===== config.mk =====
export PLATFORM = sky130hd
export DESIGN_NAME = seg_scan_ctrl
export DESIGN_NICKNAME = d
export VERILOG_FILES = /design/src/rtl/seg_scan_ctrl.sv
export SDC_FILE = /design/constraint.sdc
export NUM_CORES = 1
export LEC_CHECK = 0
export ABC_AREA = 0
export CAP_MARGIN = 25
export CORE_MARGIN = 5
export CORE_UTILIZATION = 59
export DETAILED_ROUTE_END_ITERATION = 8
export GPL_TIMING_DRIVEN = 0
export PLACE_DENSITY = 0.8
export SLEW_MARGIN = 20
export SYNTH_ARGS = -nofsm -noshare
export SYNTH_HDL_FRONTEND = slang
export SYNTH_SLANG_ARGS = --single-unit

===== constraint.sdc =====
create_clock -name clk -period 3 [get_ports clk]
set_clock_uncertainty 0.1 [all_clocks]
set_input_delay 0.6 -clock clk [delete_from_list [all_inputs] [get_ports clk]]
set_output_delay 0.6 -clock clk [all_outputs]
set_load 0.01 [all_outputs]

===== src/rtl/seg_scan_ctrl.sv =====
// ============================================================================
// seg_scan_ctrl : time-multiplexed seven-segment scan controller
//   Guarded anode sequencing, leading-zero blanking, frame-aligned updates.
// Revision: 1.0
// ============================================================================
`default_nettype none

module seg_scan_ctrl #(
  parameter int NUM_DIGITS    = 4,
  parameter int REFRESH_DIV   = 50000,
  parameter int GUARD_CYCLES  = 2,
  parameter int BLANK_LEADING = 1
) (
  input  logic                    clk,
  input  logic                    rst_n,
  input  logic                    enable,
  input  logic                    load,
  input  logic [4*NUM_DIGITS-1:0] value,
  output logic [3:0]              digit_data,
  output logic [NUM_DIGITS-1:0]   digit_en_n,
  output logic                    frame_done
);

  localparam int VW      = 4 * NUM_DIGITS;
  localparam int MAX_CNT = (REFRESH_DIV > GUARD_CYCLES) ? REFRESH_DIV : GUARD_CYCLES;
  localparam int CW      = $clog2(MAX_CNT + 1);
  localparam int IW      = $clog2(NUM_DIGITS);

  localparam logic [CW-1:0] REF_LAST = CW'(REFRESH_DIV - 1);
  localparam logic [CW-1:0] GRD_LAST = CW'(GUARD_CYCLES - 1);
  localparam logic [IW-1:0] IDX_LAST = IW'(NUM_DIGITS - 1);

  typedef enum logic [1:0] {
    S_OFF   = 2'd0,
    S_GUARD = 2'd1,
    S_ON    = 2'd2
  } state_t;

  state_t                state, state_d;
  logic [IW-1:0]         idx, idx_d;
  logic [CW-1:0]         cnt, cnt_d;
  logic [VW-1:0]         active, active_d;
  logic [VW-1:0]         shadow, shadow_d;
  logic                  pending, pending_d;
  logic [3:0]            data_d;
  logic [NUM_DIGITS-1:0] en_n_d;
  logic                  fd_d;
  logic                  frame_edge;
  logic                  zero_above;
  logic [NUM_DIGITS-1:0] lit;

  // A digit stays dark only when it and every more-significant nibble is zero.
  always_comb begin
    zero_above = 1'b1;
    lit        = '1;
    for (int i = NUM_DIGITS - 1; i >= 0; i--) begin
      zero_above = zero_above && (active[i*4 +: 4] == 4'd0);
      lit[i]     = (i == 0) || (BLANK_LEADING == 0) || !zero_above;
    end
  end

  assign frame_edge = (state == S_ON) && (cnt == REF_LAST) && (idx == IDX_LAST);

  always_comb begin
    state_d   = state;
    idx_d     = idx;
    cnt_d     = cnt;
    active_d  = active;
    shadow_d  = shadow;
    pending_d = pending;
    data_d    = digit_data;
    en_n_d    = digit_en_n;
    fd_d      = 1'b0;

    if (!enable) begin
      state_d = S_OFF;
      idx_d   = '0;
      cnt_d   = '0;
      en_n_d  = '1;
      if (load) begin
        active_d  = value;
        pending_d = 1'b0;
      end else if (pending) begin
        active_d  = shadow;
        pending_d = 1'b0;
      end
    end else begin
      // Mid-frame loads park in the shadow until the frame boundary.
      if (load && (state != S_OFF) && !frame_edge) begin
        shadow_d  = value;
        pending_d = 1'b1;
      end
      case (state)
        S_OFF: begin
          if (load) active_d = value;
          state_d = S_GUARD;
          idx_d   = '0;
          cnt_d   = '0;
          en_n_d  = '1;
          data_d  = active_d[3:0];
        end
        S_GUARD: begin
          en_n_d = '1;
          if (cnt == GRD_LAST) begin
            state_d     = S_ON;
            cnt_d       = '0;
            en_n_d[idx] = ~lit[idx];
          end else begin
            cnt_d = cnt + CW'(1);
          end
        end
        S_ON: begin
          if (cnt == REF_LAST) begin
            state_d = S_GUARD;
            cnt_d   = '0;
            en_n_d  = '1;
            if (idx == IDX_LAST) begin
              idx_d     = '0;
              fd_d      = 1'b1;
              pending_d = 1'b0;
              if (load)         active_d = value;
              else if (pending) active_d = shadow;
            end else begin
              idx_d = idx + IW'(1);
            end
            data_d = active_d[{idx_d, 2'b00} +: 4];
          end else begin
            cnt_d = cnt + CW'(1);
          end
        end
        default: begin
          state_d = S_OFF;
          en_n_d  = '1;
        end
      endcase
    end
  end

  always_ff @(posedge clk or negedge rst_n) begin
    if (!rst_n) begin
      state      <= S_OFF;
      idx        <= '0;
      cnt        <= '0;
      active     <= '0;
      shadow     <= '0;
      pending    <= 1'b0;
      digit_data <= 4'd0;
      digit_en_n <= '1;
      frame_done <= 1'b0;
    end else begin
      state      <= state_d;
      idx        <= idx_d;
      cnt        <= cnt_d;
      active     <= active_d;
      shadow     <= shadow_d;
      pending    <= pending_d;
      digit_data <= data_d;
      digit_en_n <= en_n_d;
      frame_done <= fd_d;
    end
  end

endmodule

`default_nettype wire


==> out/metrics.yaml <==
syn-num-nets: 464
timing.fmax_mhz: 348
setup_viol: 0
dpl.hpwl_um: 7540
timing.critical_path.slowest_stage_cell: "sky130_fd_sc_hd__clkdlybuf4s50_1"
drc_viols: 0
p_per_area_nw_per_um2: 744
io_buffer_count: 27
worstPathRequired_ps: 3120
floorplan.die.height_um: 92.5
vias_per_cell: 6.52
pin_count: 29
ctsHtreeMaxLevel: 3
rows: 30
final_net_count: 503
die_width_um: 92.5
maxCapViolations: 0
core_region_area_um2: 6720
post_drt_wl_per_cell_um: 18.8
post-route-util: 0.682
cts_num_sinks: 62
tritoncts.num_buffers: 9
report.final.slew_viol_count: 0
dieArea_um2: 8560
fin_crit_ps: 2880
timing.critical_path.fanout_max: 10
synth_edf_count: 0
first_pass_iters: 5
cts_root_buffer: "sky130_fd_sc_hd__clkbuf_8"
detail_route.iter0.violations: 323
postSynthCellCount: 434
worst_setup_path_start_kind: "input port"
antenna_violating_nets_post_route: 0
worstSkewPairLatency_ps: 350
insertedDiodeCount: 0
grt_start_max_net_pins: 35
synth_flop_cell: "sky130_fd_sc_hd__dfrtp_1"
synth_async_sr_flop_share: 1.00
synthesized_flop_and_latch_total: 62
drt-total-wl_um: 10500
first_pass_grt_wire_length_um: 17900
initial_core_utilization: 0.598
postSynthAreaPerCell_um2: 9.26
path_buf_inv: 3
globalplace.congestion: 0.948
clk_transition_reported_paths_ps: 70
synth.yosys.seq_area_share: 0.387
setup.worst_path.end_class: "flop"
grt_remaining_overflow: 0
worst_path_max_stage_delay_ps: 680
gr-usage-all-layers: 0.262
grt_antenna_before_repair: 0
cpLargestDelayFamily: "buffers and inverters"
yosys_warnings: 0
layout_setup_ws_ps: 124
worst_slew_margin_rel: 0.510
clk_path_buf_depth: 2
final.fill_count: 532
synthToLayoutAreaGrowth_pct: 14.1
vdd_drop_max_mv: 0.380
max_slew.worst_pin.slew_ps: 732
number_of_global_route_vias_before_repair: 3626
min_period_over_period: 0.959
drive_gt1_frac: 0.157
worstPathArrival_ps: 2990
multi_input_area_um2: 2260
vias: 3637
ff_latch_area_um2: 1560
cts_tree: "built"
worstPathCellList: "clkdlybuf4s50_1 > clkbuf_1 > buf_1 > mux2i_1 > nor2_1 > a311oi_1 > a21oi_1"
min-delay-path-class: "input port to async pin"
finalHoldViolations: 0
synth_area_um2: 4020
outcome: "completed"
rsz0062_at_grt: "false"
post_synth_num_cell_types: 61
timing_worst_setup_path_type: "input port to flop"
dpl_worst_slack_ps: -146
leakage_nw: 1.82
-- final cells by class --
| type | instances | area share |
|---|---|---|
| plain buffers | 29 | 0.0300 |
| clock buffers | 12 | 0.0317 |
| clock inverters | 4 | 0.00491 |
| inverters | 20 | 0.0164 |
| multi-input cells | 323 | 0.493 |
| flip-flops and latches | 62 | 0.340 |
| well taps | 80 | 0.0218 |
| repair buffers | 28 | 0.0628 |
-- synth_stat cells, types with 4 or more instances --
cell / count / area share
sky130_fd_sc_hd__clkbuf_1: 14 / 0.013
sky130_fd_sc_hd__ha_1: 10 / 0.031
sky130_fd_sc_hd__nand4_1: 6 / 0.0093
sky130_fd_sc_hd__o211ai_1: 13 / 0.024
sky130_fd_sc_hd__o221ai_1: 10 / 0.022
sky130_fd_sc_hd__a211oi_1: 4 / 0.0075
sky130_fd_sc_hd__o31ai_1: 4 / 0.0075
sky130_fd_sc_hd__o22ai_1: 8 / 0.012
sky130_fd_sc_hd__a22oi_1: 8 / 0.015
sky130_fd_sc_hd__a21oi_1: 24 / 0.030
sky130_fd_sc_hd__o21ai_0: 30 / 0.037
sky130_fd_sc_hd__mux2i_1: 13 / 0.032
sky130_fd_sc_hd__xor2_1: 5 / 0.011
sky130_fd_sc_hd__a221oi_1: 4 / 0.0087
sky130_fd_sc_hd__nor3_1: 4 / 0.0050
sky130_fd_sc_hd__nor2b_1: 7 / 0.011
sky130_fd_sc_hd__nand3_1: 10 / 0.012
sky130_fd_sc_hd__dfrtp_1: 58 / 0.36
sky130_fd_sc_hd__buf_2: 9 / 0.011
sky130_fd_sc_hd__a31oi_1: 4 / 0.0062
sky130_fd_sc_hd__and2_1: 7 / 0.011
sky130_fd_sc_hd__inv_1: 19 / 0.018
sky130_fd_sc_hd__dfstp_2: 4 / 0.026
sky130_fd_sc_hd__mux2_2: 30 / 0.084
sky130_fd_sc_hd__nand2_1: 56 / 0.052
sky130_fd_sc_hd__nor2_1: 16 / 0.015
sky130_fd_sc_hd__and3_1: 7 / 0.011
-- report_power, final --
| part | switching (mW) | internal (mW) |
|---|---|---|
| Combinational | 0.773 | 0.642 |
| Sequential | 0.244 | 1.10 |
| Clock | 0.333 | 0.319 |
| Total | 1.35 | 2.06 |
-- metal layers --
layer | vias to the layer above | track usage | wire (um)
met5 | - | 0 | 0
met4 | 0 | 0.118 | 280
met3 | 33 | 0.0447 | 621
met2 | 169 | 0.440 | 5250
met1 | 1757 | 0.328 | 4320
li1 | 1678 | - | -
-- cells in the final DEF, fill, tap and decap left out, types with 13 or more instances in the layout --
| master | netlist | final |
|---|---|---|
| sky130_fd_sc_hd__dfrtp_1 | 58 | 58 |
| sky130_fd_sc_hd__nand2_1 | 56 | 56 |
| sky130_fd_sc_hd__o21ai_0 | 30 | 30 |
| sky130_fd_sc_hd__mux2_2 | 30 | 30 |
| sky130_fd_sc_hd__clkdlybuf4s50_1 | 0 | 26 |
| sky130_fd_sc_hd__a21oi_1 | 24 | 24 |
| sky130_fd_sc_hd__inv_1 | 19 | 19 |
| sky130_fd_sc_hd__nor2_1 | 16 | 16 |
| sky130_fd_sc_hd__clkbuf_1 | 14 | 15 |
| sky130_fd_sc_hd__mux2i_1 | 13 | 13 |
| sky130_fd_sc_hd__o211ai_1 | 13 | 13 |
-- worst paths after layout --
check / cells past startpoint / to / slack, ps / start
worst min register to register: 2 / digit_data[3] / 390 / digit_data[3]
worst min-delay path: 1 / digit_data[0] / 70 / rst_n
worst max-delay path: 7 / digit_data[2] / 120 / load
worst max register to register: 8 / shadow[7] / 160 / state[0]
min in group clk: 2 / digit_data[3] / 390 / digit_data[3]
max in group asynchronous: 2 / digit_en_n[2] / 2140 / rst_n
-- metrics by stage --
| step | hold slack [ps] | cell area (um2) | std cells | total power, mW | TNS, ps |
|---|---|---|---|---|---|
| floorplan | 204 | 4020 | 434 | 2.30 | 0 |
| global placement | 364 | 4390 | 541 | 2.67 | -46370 |
| detailed placement | 374 | 4410 | 542 | 2.74 | -179 |
| CTS | 73.6 | 4570 | 558 | 3.39 | 0 |
| global route | 86.3 | 4580 | 558 | 3.65 | 0 |
| finish | 72.9 | 4580 | 558 | 3.41 | 0 |
-- what timing repair did --
action / 4_1_cts / 5_1_grt
resized for setup: 0 / 3
hold buffers: 0 / 0
endpoints found under the setup margin: 0 / 2
buffers inserted: 0 / 0
-- state kept, by name (all words and copies together), names as in the netlist --
signal	flops
digit_data	4
frame_done	1
cnt	16
state	2
digit_en_n	4
active	16
idx	2
pending	1
shadow	16
-- logic make-up after synthesis --
logic type,after synthesis,synth area share
simple gates,138,0.189
buf+inv,49,0.0526
compound gates,124,0.206
mux,44,0.119
xor+xnor,7,0.0153
fa+ha+maj,10,0.0311
flops,62,0.387
Power figures use the tool's default switching activity.
==> edit, RTL diff (config.mk and constraints unchanged) <==
The 3 states of `state_t` get a one-hot encoding in 3 bits.
--- a/src/rtl/seg_scan_ctrl.sv
+++ b/src/rtl/seg_scan_ctrl.sv
@@ -31,8 +31,8 @@
   localparam logic [IW-1:0] IDX_LAST = IW'(NUM_DIGITS - 1);
 
-  typedef enum logic [1:0] {
-    S_OFF   = 2'd0,
-    S_GUARD = 2'd1,
-    S_ON    = 2'd2
+  typedef enum logic [2:0] {
+    S_OFF   = 3'b001,
+    S_GUARD = 3'b010,
+    S_ON    = 3'b100
   } state_t;
 
Behaviour: same outputs for any inputs over 4 cycles, from zero or initial values and one cycle with rst_n low; so few cycles prove little.
==> edit against the original RTL <==
Design area up 0.63%. Maximum frequency rose by 8.5%. Routed wire length increased by 1.9%. Total power down 16%. Worst setup slack improved by 0.23 ns. Worst hold slack got worse by 0.0045 ns. Synthesized area about the same. Sequential cell count increased by 1. Highest routed layer unchanged.
==> edit: results <==
# TYPE chip_impl_metric gauge
chip_impl_info{name="outcome",value="complete, no violations"} 1
chip_impl_metric{name="avgSynthCellArea",unit="sq um"} 9.34
chip_impl_metric{name="power.ir.vdd_worst",unit="mV"} 0.396
chip_impl_metric{name="drt_initial_violations",unit=""} 444
chip_impl_metric{name="detailed_route_wire_length",unit="mm"} 10.7
chip_impl_metric{name="final.hold.worst_slack",unit="ns"} 0.0684
chip_impl_metric{name="met1Wirelength",unit="mm"} 4.55
chip_impl_metric{name="share_clk_of_total_power",unit="%"} 27.5
chip_impl_metric{name="groute.layer.met2.usage",unit="%"} 39.5
chip_impl_metric{name="grt_start_max_net_pins",unit=""} 36
chip_impl_metric{name="post_route_cells_drive_above_1_share",unit="%"} 15.0
chip_impl_metric{name="cell_internal_pwr",unit="mW"} 1.92
chip_impl_metric{name="grt_pass1_wl",unit="mm"} 17.9
chip_impl_metric{name="pwr.group.combinational",unit="mW"} 0.846
chip_impl_metric{name="dr_wl_met3",unit="um"} 967
chip_impl_info{name="synth.top_cells.by_count",value="58 x sky130_fd_sc_hd__dfrtp_1, 41 x sky130_fd_sc_hd__nand2_1, 35 x sky130_fd_sc_hd__o21ai_0"} 1
chip_impl_metric{name="synth_sequential_area_ratio",unit="%"} 39.4
chip_impl_metric{name="met3_usage",unit="%"} 7.47
chip_impl_metric{name="final.fill_count",unit=""} 544
chip_impl_metric{name="met2_length",unit="mm"} 4.87
chip_impl_metric{name="fin_nets",unit=""} 495
chip_impl_metric{name="drt_pre_antenna_iters",unit=""} 6
chip_impl_metric{name="clk_latency",unit="ns"} 0.36
chip_impl_metric{name="worstPathArrival",unit="ns"} 2.75
chip_impl_metric{name="synthDistinctLibCells",unit=""} 64
chip_impl_metric{name="gp_congestion",unit=""} 0.936
chip_impl_metric{name="synth_fp_nets",unit=""} 456
chip_impl_metric{name="route.vias.total",unit=""} 3699
chip_impl_metric{name="dp.cells",unit=""} 538
chip_impl_metric{name="hpwl",unit="mm"} 7.48
chip_impl_metric{name="static-leakage-power",unit="nW"} 1.86
chip_impl_metric{name="grt.met1_usage",unit="%"} 34.9
edit: layout make-up:
type	instances	area, sq um	area share [%]
Sequential cell	63	1580	34.3
Timing Repair Buffer	28	288	6.24
Inverter	8	30.0	0.651
Buffer	32	160	3.47
Clock buffer	12	155	3.36
Clock inverter	4	53.8	1.17
Tap cell	80	100	2.17
Multi-Input combinational cell	327	2240	48.6
edit: critical path, cell delays in order:
cell,delay (ns)
sky130_fd_sc_hd__clkbuf_1,0.33
sky130_fd_sc_hd__clkbuf_1,0.44
sky130_fd_sc_hd__clkinv_1,0.41
sky130_fd_sc_hd__o221ai_1,0.30
sky130_fd_sc_hd__clkbuf_1,0.50
sky130_fd_sc_hd__a31oi_1,0.17
edit: metrics by stage:
stage	setup WS, ns	cell area (sq um)
floorplan	0.806	4020
finish	0.350	4610
CTS	0.473	4610
detailed placement	0.142	4400
global route	0.200	4610
global placement	-0.792	4390
edit: cell families after synthesis:
| family | synth area share (%) |
|---|---|
| AOI/OAI and AO/OA | 21.1 |
| and+or+nand+nor | 19.7 |
| adders and majority gates | 1.87 |
| xor gates and xnor gates | 0.654 |
| buffers and inverters | 4.74 |
| muxes | 12.6 |
| DFF | 39.4 |
edit: final timing paths:
check	start	end	cells after the start
max	load	active[10]$_DFFE_PN0P_	6
min	rst_n	shadow[14]$_DFFE_PN0P_	1
max reg2reg	idx[1]$_DFFE_PN0P_	digit_data[1]$_DFFE_PN0P_	7
min reg2reg	digit_data[3]$_DFFE_PN0P_	digit_data[3]$_DFFE_PN0P_	1
max in group asynchronous	rst_n	state[0]$_DFFE_PN1P_	2
min in group clk	digit_data[3]$_DFFE_PN0P_	digit_data[3]$_DFFE_PN0P_	1
